## config.mk

```make
export PLATFORM = sky130hd
export DESIGN_NAME = seq_tx_flat
export DESIGN_NICKNAME = d
export VERILOG_FILES = /design/src/rtl/seq_pkg.sv /design/src/rtl/seq_tx_if.sv /design/src/rtl/seq_cnt.sv /design/src/rtl/seq_tx.sv /design/src/flat_wrapper.sv
export SDC_FILE = /design/constraint.sdc
export NUM_CORES = 1
export LEC_CHECK = 0
export BUFFER_PORTS_ARGS = -buffer_cell sky130_fd_sc_hd__clkbuf_2
export CAP_MARGIN = 25
export CORE_MARGIN = 2
export CORE_UTILIZATION = 59
export CTS_CLUSTER_SIZE = 24
export DETAILED_ROUTE_END_ITERATION = 8
export GPL_ROUTABILITY_DRIVEN = 0
export PLACE_DENSITY = 0.91
export SYNTH_ARGS = -nofsm -noshare
export SYNTH_HDL_FRONTEND = slang
export SYNTH_SLANG_ARGS = --single-unit
```

## constraint.sdc

```tcl
create_clock -name clk -period 4.4 [get_ports clk]
set_clock_uncertainty 0.2 [all_clocks]
set_input_delay 0.44 -clock clk [delete_from_list [all_inputs] [get_ports clk]]
set_output_delay 0.44 -clock clk [all_outputs]
set_load 0.01 [all_outputs]
```

## src/rtl/seq_pkg.sv

```systemverilog
// ---------------------------------------------------------------------------
// seq_pkg : shared width and FSM state encoding for the seq_tx block. Rev 1.0
// ---------------------------------------------------------------------------
`default_nettype none

package seq_pkg;

  localparam int WIDTH = 8;
  localparam int LEN_W = $clog2(WIDTH);

  typedef enum logic [1:0] {
    IDLE  = 2'b00,
    SHIFT = 2'b01,
    DONE  = 2'b10
  } state_e;

endpackage

`default_nettype wire

```

## src/rtl/seq_tx_if.sv

```systemverilog
// ---------------------------------------------------------------------------
// seq_tx_if : request and serial-output bundle of seq_tx. Rev 1.0
// ---------------------------------------------------------------------------
`default_nettype none

interface seq_tx_if;
  import seq_pkg::*;

  logic             start;
  logic [WIDTH-1:0] pattern;
  logic [LEN_W-1:0] len;
  logic [1:0]       rep;
  logic             x;
  logic             x_valid;
  logic             busy;
  logic             done;

  modport master (
    output start, pattern, len, rep,
    input  x, x_valid, busy, done
  );

  modport slave (
    input  start, pattern, len, rep,
    output x, x_valid, busy, done
  );

endinterface

`default_nettype wire

```

## src/rtl/seq_cnt.sv

```systemverilog
// ---------------------------------------------------------------------------
// seq_cnt : loadable down-counter with zero flag; holds at zero. Rev 1.0
// ---------------------------------------------------------------------------
`default_nettype none

module seq_cnt #(
  parameter int W = 2
) (
  input  wire logic         clk,
  input  wire logic         rst,
  input  wire logic         load_i,
  input  wire logic [W-1:0] val_i,
  input  wire logic         dec_i,
  output logic      [W-1:0] cnt_o,
  output logic              zero_o
);

  logic [W-1:0] cnt_q;
  logic [W-1:0] cnt_d;

  always_comb begin
    cnt_d = cnt_q;
    if (load_i) begin
      cnt_d = val_i;
    end else if (dec_i && (cnt_q != '0)) begin
      cnt_d = cnt_q - 1'b1;
    end
  end

  always_ff @(posedge clk or posedge rst) begin
    if (rst) begin
      cnt_q <= '0;
    end else begin
      cnt_q <= cnt_d;
    end
  end

  assign cnt_o  = cnt_q;
  assign zero_o = (cnt_q == '0);

endmodule

`default_nettype wire

```

## src/rtl/seq_tx.sv

```systemverilog
// ---------------------------------------------------------------------------
// seq_tx : MSB-first serial transmitter of pattern[len:0], repeated rep+1 times. Rev 1.0
// ---------------------------------------------------------------------------
`default_nettype none

module seq_tx (
  input  wire logic clk,
  input  wire logic rst,
  seq_tx_if.slave   bus
);
  import seq_pkg::*;

  state_e           state_q, state_d;
  logic [WIDTH-1:0] pat_q, pat_d;
  logic [LEN_W-1:0] len_q, len_d;
  logic             x_q, x_d;
  logic             xv_q, xv_d;
  logic             busy_q, busy_d;
  logic             done_q, done_d;

  logic             bit_load, bit_dec, bit_zero;
  logic [LEN_W-1:0] bit_val, bit_cnt, bit_next;
  logic             pass_load, pass_dec, pass_zero;
  logic [1:0]       pass_cnt;

  // Bit index names the bit currently on x; the pass counter names passes still to come.
  seq_cnt #(.W(LEN_W)) u_bit_cnt (
    .clk    (clk),
    .rst    (rst),
    .load_i (bit_load),
    .val_i  (bit_val),
    .dec_i  (bit_dec),
    .cnt_o  (bit_cnt),
    .zero_o (bit_zero)
  );

  seq_cnt #(.W(2)) u_pass_cnt (
    .clk    (clk),
    .rst    (rst),
    .load_i (pass_load),
    .val_i  (bus.rep),
    .dec_i  (pass_dec),
    .cnt_o  (pass_cnt),
    .zero_o (pass_zero)
  );

  assign bit_next = bit_cnt - 1'b1;

  always_comb begin
    state_d   = state_q;
    pat_d     = pat_q;
    len_d     = len_q;
    x_d       = 1'b0;
    xv_d      = 1'b0;
    busy_d    = busy_q;
    done_d    = 1'b0;
    bit_load  = 1'b0;
    bit_val   = len_q;
    bit_dec   = 1'b0;
    pass_load = 1'b0;
    pass_dec  = 1'b0;

    case (state_q)
      IDLE: begin
        busy_d = 1'b0;
        if (bus.start) begin
          // First bit is registered straight from the inputs so it appears one cycle after start.
          state_d   = SHIFT;
          pat_d     = bus.pattern;
          len_d     = bus.len;
          bit_load  = 1'b1;
          bit_val   = bus.len;
          pass_load = 1'b1;
          x_d       = bus.pattern[bus.len];
          xv_d      = 1'b1;
          busy_d    = 1'b1;
        end
      end
      SHIFT: begin
        busy_d = 1'b1;
        if (!bit_zero) begin
          bit_dec = 1'b1;
          x_d     = pat_q[bit_next];
          xv_d    = 1'b1;
        end else if (!pass_zero) begin
          bit_load = 1'b1;
          pass_dec = |pass_cnt;
          x_d      = pat_q[len_q];
          xv_d     = 1'b1;
        end else begin
          state_d = DONE;
          done_d  = 1'b1;
        end
      end
      DONE: begin
        state_d = IDLE;
        busy_d  = 1'b0;
      end
      default: begin
        state_d = IDLE;
        busy_d  = 1'b0;
      end
    endcase
  end

  always_ff @(posedge clk or posedge rst) begin
    if (rst) begin
      state_q <= IDLE;
      pat_q   <= '0;
      len_q   <= '0;
      x_q     <= 1'b0;
      xv_q    <= 1'b0;
      busy_q  <= 1'b0;
      done_q  <= 1'b0;
    end else begin
      state_q <= state_d;
      pat_q   <= pat_d;
      len_q   <= len_d;
      x_q     <= x_d;
      xv_q    <= xv_d;
      busy_q  <= busy_d;
      done_q  <= done_d;
    end
  end

  assign bus.x       = x_q;
  assign bus.x_valid = xv_q;
  assign bus.busy    = busy_q;
  assign bus.done    = done_q;

endmodule

`default_nettype wire

```

## src/flat_wrapper.sv

```systemverilog
// flat-port wrapper written by rule: the top's interface ports become plain ports
module seq_tx_flat import seq_pkg::*;
  (clk, rst, bus_start, bus_pattern, bus_len, bus_rep, bus_x, bus_x_valid, bus_busy, bus_done);
  seq_tx_if bus_i ();
  input  wire logic clk;
  input  wire logic rst;
  input wire logic [$bits(bus_i.start)-1:0] bus_start;
  input wire logic [$bits(bus_i.pattern)-1:0] bus_pattern;
  input wire logic [$bits(bus_i.len)-1:0] bus_len;
  input wire logic [$bits(bus_i.rep)-1:0] bus_rep;
  output wire logic [$bits(bus_i.x)-1:0] bus_x;
  output wire logic [$bits(bus_i.x_valid)-1:0] bus_x_valid;
  output wire logic [$bits(bus_i.busy)-1:0] bus_busy;
  output wire logic [$bits(bus_i.done)-1:0] bus_done;
  assign bus_i.start = bus_start;
  assign bus_i.pattern = bus_pattern;
  assign bus_i.len = bus_len;
  assign bus_i.rep = bus_rep;
  assign bus_x = bus_i.x;
  assign bus_x_valid = bus_i.x_valid;
  assign bus_busy = bus_i.busy;
  assign bus_done = bus_i.done;
  seq_tx u_core (.clk(clk), .rst(rst), .bus(bus_i));
endmodule
```

== Word-level counts from Yosys, hierarchy flattened ==
Index checks and enable logic that the tools add are counted.

* Multiplexer cells: 36
* Add/sub/neg operators: 2
* Reduce and logical (&&, ||, !) cells: 12
* Equality and inequality tests: 4
* Magnitude comparators: 3

{| class="wikitable"
|+ Operator list
! cell !! number
|-
| 1-bit 2-to-1 mux || 19
|-
| 3-bit by 4-bit < comparator with 1-bit output, second input constant || 3
|-
| 3-bit 2-to-1 mux || 4
|-
| 2-bit 2-to-1 mux || 5
|-
| 1-bit binary-select mux with 3-bit select || 3
|-
| 1-bit case mux with 2 select lines || 4
|-
| 2-bit nonzero test || 3
|-
| 2-bit logical NOT || 2
|-
| 2-bit by 1-bit inequality test with 1-bit output, second input constant || 2
|-
| 2-bit case mux with 2 select lines || 1
|-
| 3-bit logical NOT || 1
|-
| 3-bit AND reduction || 1
|-
| 3-bit nonzero test || 1
|-
| 3-bit by 1-bit subtractor with 3-bit output, second input constant || 1
|-
| 2-bit by 1-bit == test with 1-bit output, second input constant || 1
|-
| 1-bit logical AND || 2
|-
| 2-bit inequality test, second input constant || 1
|-
| 2-bit AND reduction || 1
|-
| 2-bit OR reduction || 1
|-
| 2-bit by 1-bit subtractor with 2-bit output, second input constant || 1
|}

* Flip-flop bits (word level): 22
* Input port bits: 16
* Logic and storage cells: 66
* Output and inout bits: 4

== Longest topological paths before layout ==
Gate-level depths: netlist of the first run.

* Word-level depth: 7
* Mapped depth: 7
* Mapped depth without buffers: 6

== Modules after synthesis ==
A second synthesis of the first run with hierarchy kept.

* Cell total of the unflattened synthesis: 92
* Area total of the unflattened synthesis: 1221.2 sq um

{| class="wikitable"
|+ By module, submodules not included
! module !! seq. area each (sq um) !! area an instance (sq um) !! times used !! cells each
|-
| seq_tx || 425.4 || 874.6 || 1 || 59
|-
| seq_cnt at u_core.u_bit_cnt || 75.1 || 211.5 || 1 || 20
|-
| seq_cnt at u_core.u_pass_cnt || 50.0 || 135.1 || 1 || 13
|}

== Least setup slack after synthesis of the first run ==
Ideal clock, no wire load.

* Path kind: register -> register
* From: register u_core.u_bit_cnt.cnt_q[0], in the netlist u_core.u_bit_cnt.cnt_o[0]
* To: register u_core.x_q, in the netlist u_core.bus.x
* Arrival: 1746 ps
* Path buffers: 0
* Slack: 2328 ps
* Period minus slack after synthesis: 2072 ps
* Setup time: 126 ps
* Data required time: 4074 ps
* Cell stages (with the launch flop): 7
* Cells stage by stage: dfrtp_1 -> inv_1 -> ha_1 -> mux4_1 -> nand2_1 -> nand2_1 -> a311o_1

* Cells in the longest elaborated chain, start to end: 5
* Elaborated cells on any way between the ends: 6
* Those cells by class: 1 x add/sub; 4 x mux; 1 x reduce/logical

{| class="wikitable"
|+ Ends and longest elaborated chain
! item !! RTL line !! source
|-
| start, declared || seq_cnt.sv:18 || <nowiki>logic [W-1:0] cnt_q;</nowiki>
|-
| start signal, assigned || seq_cnt.sv:34 || <nowiki>cnt_q <= cnt_d;</nowiki>
|-
| 3-bit by 1-bit subtractor with 3-bit output || seq_tx.sv:47 || <nowiki>assign bit_next = bit_cnt - 1'b1;</nowiki>
|-
| 1-bit binary-select mux with 3-bit select || seq_tx.sv:83 || <nowiki>x_d = pat_q[bit_next];</nowiki>
|-
| 1-bit 2-to-1 mux (implied by the code) || seq_tx.sv:83 ||
|-
| 1-bit 2-to-1 mux (*) || seq_tx.sv:81 || <nowiki>if (!bit_zero) begin</nowiki>
|-
| 1-bit case mux with 2 select lines (*) || seq_tx.sv:63 || <nowiki>case (state_q)</nowiki>
|-
| via u_core.x_d || seq_tx.sv:16 || <nowiki>logic x_q, x_d;</nowiki>
|-
| end signal, assigned || seq_tx.sv:111 || <nowiki>x_q <= 1'b0;</nowiki>
|-
| end signal, assigned || seq_tx.sv:119 || <nowiki>x_q <= x_d;</nowiki>
|-
| end, declared || seq_tx.sv:16 ||
|}

Mark *: on every way through the listed nets, which the timed path passes. The rest lies on a longest branch. The select of a mux whose other input is x is not followed.
A chain may end at the register's enable or synchronous reset.

== Worst setup path after layout of the first run ==
Same ends and word-level chain as after synthesis.

==> results of run 1 <==
==> metrics by stage <==
stage	instance area (sq um)	cells	total power, mW	setup slack, ps
after detailed placement	1380	138	0.931	2190
after floorplan	1250	93	0.817	2330
after global routing	1410	142	1.11	2070
after global placement	1370	137	0.894	1950
final	1410	142	1.04	2170
after CTS	1410	142	1.04	2160
==> metal layers <==
metal | part of all wire, % | wire length (microns) | up-vias
li1 | - | - | 387
met4 | 2.8 | 66 | 0
met3 | 3.2 | 76 | 7
met2 | 54 | 1300 | 22
met1 | 40 | 946 | 415
met5 | 0 | 0 | -
==> cells by family (layout without fill, tap and decap cells) <==
kind of cell | count (synthesis) | in the layout | share of synthesized area (%)
flip-flops | 22 | 22 | 44.1
AND/OR/NAND/NOR | 25 | 25 | 14.0
AO/OA/AOI/OAI | 5 | 5 | 2.81
buffers and inverters | 8 | 30 | 2.81
XOR/XNOR | 2 | 2 | 1.40
adder cells (fa/ha/maj) | 3 | 3 | 3.01
multiplexers | 28 | 28 | 31.9
==> path summary, 6_finish.rpt <==
kind	endpoint	slack [ps]	cells after the start	start
min reg2reg	u_core.bus.busy$_DFF_PP0_	360	1	u_core.state_q[1]$_DFFE_PP0P_
min in group clk	u_core.u_pass_cnt.cnt_o[0]$_DFFE_PP0P_	120	3	bus_rep[0]
max	u_core.bus.x$_DFF_PP0_	2170	6	u_core.u_bit_cnt.cnt_o[0]$_DFFE_PP0P_
min	u_core.state_q[1]$_DFFE_PP0P_	60	2	rst
max in group asynchronous	u_core.pat_q[2]$_DFFE_PP0N_	3430	2	rst
max reg2reg	u_core.bus.x$_DFF_PP0_	2170	6	u_core.u_bit_cnt.cnt_o[0]$_DFFE_PP0P_
==> power by group through the flow <==
stage / Clock [mW] / Combinational (mW) / Sequential [mW]
after floorplan: 0 / 0.439 / 0.378
after global placement: 0 / 0.501 / 0.392
after CTS: 0.114 / 0.532 / 0.397
after detailed placement: 0 / 0.529 / 0.402
after global routing: 0.122 / 0.580 / 0.410
final: 0.112 / 0.529 / 0.398
==> worst max-delay path, delay by kind of cell (launching register included) <==
kind,cells,cell delay (ps)
mux,1,570
fa+ha+maj,1,280
buf+inv,1,130
flops,1,470
compound gates,1,340
simple gates,2,130
==> Yosys cell counts, types with 2 or more instances <==
cell	instances	area [sq um]
mux2i_1	6	60.1
mux2_2	13	146
xnor2_1	2	17.5
ha_1	3	37.5
nor2_1	3	11.3
mux4_1	4	105
dfrtp_1	22	551
mux4_2	2	45.0
o21ai_0	2	10.0
nand2b_1	3	18.8
nand2_1	6	22.5
nand4_1	2	12.5
and4b_1	2	20.0
inv_1	5	18.8
mux2_4	2	30.0
==> area by class of cell <==
| cell class | instances | area, sq um |
|---|---|---|
| Multi-Input combinational cell | 63 | 663 |
| Fill cell | 138 | 569 |
| Sequential cell | 22 | 551 |
| Timing Repair Buffer | 20 | 106 |
| Clock buffer | 4 | 36.3 |
| Tap cell | 27 | 33.8 |
| Inverter | 6 | 22.5 |
==> state kept, by name (all words and copies together), names as in the netlist <==
register and cells:
u_core.pat_q 8, u_core.len_q 3, u_core.u_bit_cnt.cnt_o 3, u_core.state_q 2, u_core.u_pass_cnt.cnt_o 2, u_core.bus.busy 1, u_core.bus.done 1, u_core.bus.x 1
u_core.bus.x_valid 1
==> run metrics, run 1 <==
Via-to-Cell Ratio=5.85; Die Area=2500 sq um; max cap viols=0; Hold/Removal Path Class=primary input to async pin; fraction of layout cells with a size suffix above 1=39.1%; Worst-Margin Slew=843 ps; pwr dens=736 nW/um^2; first-pass GRT wire length=4040 microns; kind of critical path=flop to flop; Finish-stage setup viols=0; gr busiest metal=met2; combinational fraction of design power=50.9%; Final HPWL DP=1850 microns; LEAKAGE=0.658 nW; crit path DAT=2230 ps; VDD IR max=0.000458 V; RSZ-0062 raised after global routing=false; CP max-delay cell=mux4_1; Die X=50.0 microns; Post-synth EDFFs=0; Tmin final=2230 ps; Hold WS=56.1 ps; crit end category=flop; remaining global-route overflow=0; starting density of the core=63.0%; final period utilization=50.6%; Crit path largest cell delay=570 ps; Yosys reg bits=22; post-synth net total=112; CTS buffer count=3; switch share=36.4%; PostCTS Resize Cnt=0; Initial DRT Pass Iterations=4; hold_buf cts=0; Setup TNS=0 ps; Post-synth top flop=dfrtp_1; GR Layer Usage met2=39.5%; Seq pwr share=38.3%; TritonCTS clock tree=done; leading cell type in the layout, fill and taps excluded=dfrtp_1; Max H-tree Level=1; Sw Pwr=378 uW; Longest Clk Path Bufs=2; final core utilization=71.3%; Final Hold Fails=0; FFs w/ async S/R, synth=100%; clock latency on the worst-skew pair=310 ps; crit-path max FO=5; vias in the first global route=855; IO buf count=19; M3 GR Usage=2.73%; CTS Sinks=22; Ports=20; ant diodes=0; CP Launch Type=flop; core area=1980 sq um; DRC viols=0; critical path required time=4410 ps; CTS Root Cell=clkbuf_4; Detailed Route WL=2390 microns; total number of vias=831; post-synthesis sequential area ratio=44.1%; NumNets Final=135; initial antenna violation count=0; synthesized area=1250 sq um; clock transition at the registers of the reported paths=120 ps; number of routed nets with antenna violations=0; global-route usage over all layers=22.1%; Internal=661 uW; worst-path cell chain=inv_1, ha_1, mux4_1, nand2_1, nand2_1, a311o_1; largest net degree at the start of global routing=23; Max Clk Rate=449 MHz; Die Ht=50.0 microns; site row count=16; outcome=finished clean; DR WL/cell=16.8 microns; Initial DRC Count=28; max-slew violation count=0; Avg Cell Area, Syn=13.4 sq um; Unique masters post-synth=31; GR Layer Usage met1=26.2%; synthesized instance count=93; postcts setup bufs=0; Slew headroom=43.7%; area delta synth->final=13.1%; YS warnings=0; commonest non-fill, non-tap cells in the layout=dfrtp_1 (22), clkbuf_2 (19), mux2_2 (13); most used cell, CP=nand2_1; clock share of power=10.8%
(Power assumes the default switching activity.)
==> run 2: changes to the inputs <==
ABC_AREA = 1   (was not set)
CORE_UTILIZATION = 54   (was 59)
PLACE_DENSITY = 0.85   (was 0.91)
clock period = 2.3 ns   (was 4.4 ns; I/O delays follow)
==> run 2 against run 1 <==
Net effect:
- core utilization increased by 0.75 points
- sequential power increased by 80%
- die area increased by 3.4%
- first-iteration DRC count increased by 68%
- worst hold slack got worse by 40 ps
- wire length increased by 9.4%
- non-clock buffer count increased by 9
- fmax increased by 20%
- combinational power increased by 75%
- flip-flop and latch count unchanged
- worst setup slack got worse by 1700 ps
==> run metrics, run 2 <==
Placed Area=1300 sq um (-5.3%); Setup TNS=0 ps (unchanged); max-slew violation count=0 (unchanged); Internal=1.09 mW (+64%); CP Launch Type=flop; Largest register FFs=8 (unchanged); Yosys top cell area share=46.5% (+2.4 points); vias in the first global route=1005 (+18%); synthesized instance count=159 (+71%); global-route usage over all layers=23.4% (+1.3 points); starting density of the core=58.6% (-4.4 points); Placement Setup Slack=482 ps (-1710 ps); clock latency on the worst-skew pair=310 ps (about the same); crit-path max FO=7 (+2); CTS Sinks=22 (unchanged); site row count=16 (unchanged); Layout Cells excl Fill=217 (+53%); Sw Pwr=854 uW (+130%); ant diodes=0 (unchanged); Initial DRC Count=47 (+68%); Die Area=2580 sq um (+3.4%); LEAKAGE=0.774 nW (+18%); Hold/Removal Path Class=primary input to flop; Unique masters post-synth=18 (-42%); Longest Clk Path Bufs=2 (unchanged); max cap viols=0 (unchanged); synthesized area=1180 sq um (-5.1%); Via-to-Cell Ratio=5.03 (-14%); Die X=50.8 microns (+1.7%); Max Clk Rate=541 MHz (+20%); DRC viols=0 (unchanged); Die Ht=50.8 microns (+1.7%); outcome=finished clean; TritonCTS clock tree=done; CTS Root Cell=clkbuf_4; critical path required time=2310 ps (-2100 ps); initial antenna violation count=0 (unchanged); IO buf count=19 (unchanged); RSZ-0062 raised after global routing=false; reg2reg setup slack=450 ps (-1720 ps); YS warnings=0 (unchanged); VDD IR max=0.000934 V (+100%); Slew headroom=44.9% (+1.1 points); Seq pwr share=37.0% (-1.3 points); Tmin final=1850 ps (-378 ps); most frequent cells after synthesis=nand2_1 (59), dfrtp_1 (22), nand3_1 (20); commonest non-fill, non-tap cells in the layout=nand2_1 (59), dfrtp_1 (22), nand3_1 (20); number of routed nets with antenna violations=0 (unchanged); post-synthesis sequential area ratio=46.5% (+2.4 points); final setup margin=451 ps (-1720 ps); Detailed Route WL=2610 microns (+9.4%); Initial DRT Pass Iterations=5 (+1); largest net degree at the start of global routing=23 (unchanged); postcts setup bufs=0 (unchanged); area leader, netlist=dfrtp_1; total number of vias=1092 (+31%); clock transition at the registers of the reported paths=130 ps (about the same); remaining global-route overflow=0 (unchanged); leading cell type in the layout, fill and taps excluded=nand2_1; Ports=20 (unchanged); crit end category=flop; count leader, synth=nand2_1; final core utilization=72.0% (+0.75 points); post-synth net total=178 (+59%); Post-synth top flop=dfrtp_1; Hold WS=16.0 ps (-40.1 ps); top cells by area, synth=dfrtp_1 (46%), nand2_1 (19%), nand3_1 (8.4%); Pwr Total=1.94 mW (+87%); Finish-stage setup viols=0 (unchanged); Max H-tree Level=1 (unchanged); area delta synth->final=22.9%; dpl cells=203 (+47%); combinational fraction of design power=47.7% (-3.2 points); Final Hold Fails=0 (unchanged); CTS buffer count=3 (unchanged); Avg Cell Area, Syn=7.45 sq um (-44%); Yosys reg bits=22 (unchanged); pwr dens=1330 nW/um^2 (+81%); DR WL/cell=12.0 microns (-28%); final period utilization=80.4% (+30 points); Post-synth EDFFs=0 (unchanged); final instance area=1460 sq um (+3.1%); FFs w/ async S/R, synth=100% (unchanged); switch share=44.0% (+7.6 points); Top reg by flops=u_core.pat_q; Worst-Margin Slew=826 ps (-16.7 ps); first-pass GRT wire length=4490 microns (+11%); Final HPWL DP=1870 microns (+1.3%); kind of critical path=flop to flop; clock share of power=15.3% (+4.5 points); fraction of layout cells with a size suffix above 1=17.4% (-22 points); NumNets Final=210 (+56%); crit path DAT=1860 ps (-370 ps); core area=2020 sq um (+2.0%)
==> run 2: power groups by stage <==
stage / Clock, mW / Combinational (mW) / Sequential [mW]
6_report: 0.297 / 0.926 / 0.718
5_1_grt: 0.318 / 1.07 / 0.740
4_1_cts: 0.299 / 0.922 / 0.713
3_5_place_dp: 0 / 0.900 / 0.719
3_3_place_gp: 0 / 0.863 / 0.715
2_1_floorplan: 0 / 0.703 / 0.688
==> run 2: critical path: stages (launching register included) <==
cell	delay, ps
dfrtp_1	440
inv_1	200
ha_1	220
nand2_2	120
nand2_1	200
inv_1	100
nor2_1	90
o21ai_1	60
o21ai_1	70
inv_1	50
==> run 2: routing by layer <==
layer | vias up | track usage [%] | wire length, microns
li1 | 558 | - | -
met1 | 499 | 33.3 | 1220
met2 | 31 | 38.2 | 1230
met3 | 4 | 2.63 | 134
met4 | 0 | 6.76 | 26
met5 | - | 0 | 0
==> run 2: kinds of logic (layout without fill, tap and decap cells) <==
family | after synthesis | in the layout | synth area share (%)
xor+xnor | 1 | 1 | 0.739
compound gates | 16 | 16 | 7.92
fa+ha+maj | 3 | 3 | 3.17
buf+inv | 25 | 56 | 8.13
flops | 22 | 22 | 46.5
simple gates | 92 | 92 | 33.6
==> run 2: repair_timing <==
action / CTS / global route
hold buffers: 10 / 0
endpoints found under the hold margin: 31 / 0
gates resized for setup: 0 / 0
==> run 2: area by class of cell <==
type	instances	area (sq um)
Clock inverter	1	30.0
Inverter	23	86.3
Sequential cell	22	551
Timing Repair Buffer	29	195
Clock buffer	3	22.5
Tap cell	27	33.8
Multi-Input combinational cell	112	538
Fill cell	170	566
==> run 2: worst paths after layout <==
| kind | from | endpoint | cells after the start |
|---|---|---|---|
| setup / recovery | u_core.u_bit_cnt.cnt_o[0]$_DFFE_PP0P_ | u_core.u_bit_cnt.cnt_o[0]$_DFFE_PP0P_ | 9 |
| hold / removal | bus_rep[1] | u_core.u_pass_cnt.cnt_o[1]$_DFFE_PP0P_ | 3 |
| setup reg to reg | u_core.u_bit_cnt.cnt_o[0]$_DFFE_PP0P_ | u_core.u_bit_cnt.cnt_o[0]$_DFFE_PP0P_ | 9 |
| hold reg to reg | u_core.pat_q[0]$_DFFE_PP0N_ | u_core.pat_q[0]$_DFFE_PP0N_ | 2 |
| max in group asynchronous | rst | u_core.pat_q[2]$_DFFE_PP0N_ | 3 |
| min in group asynchronous | rst | u_core.state_q[1]$_DFFE_PP0P_ | 3 |
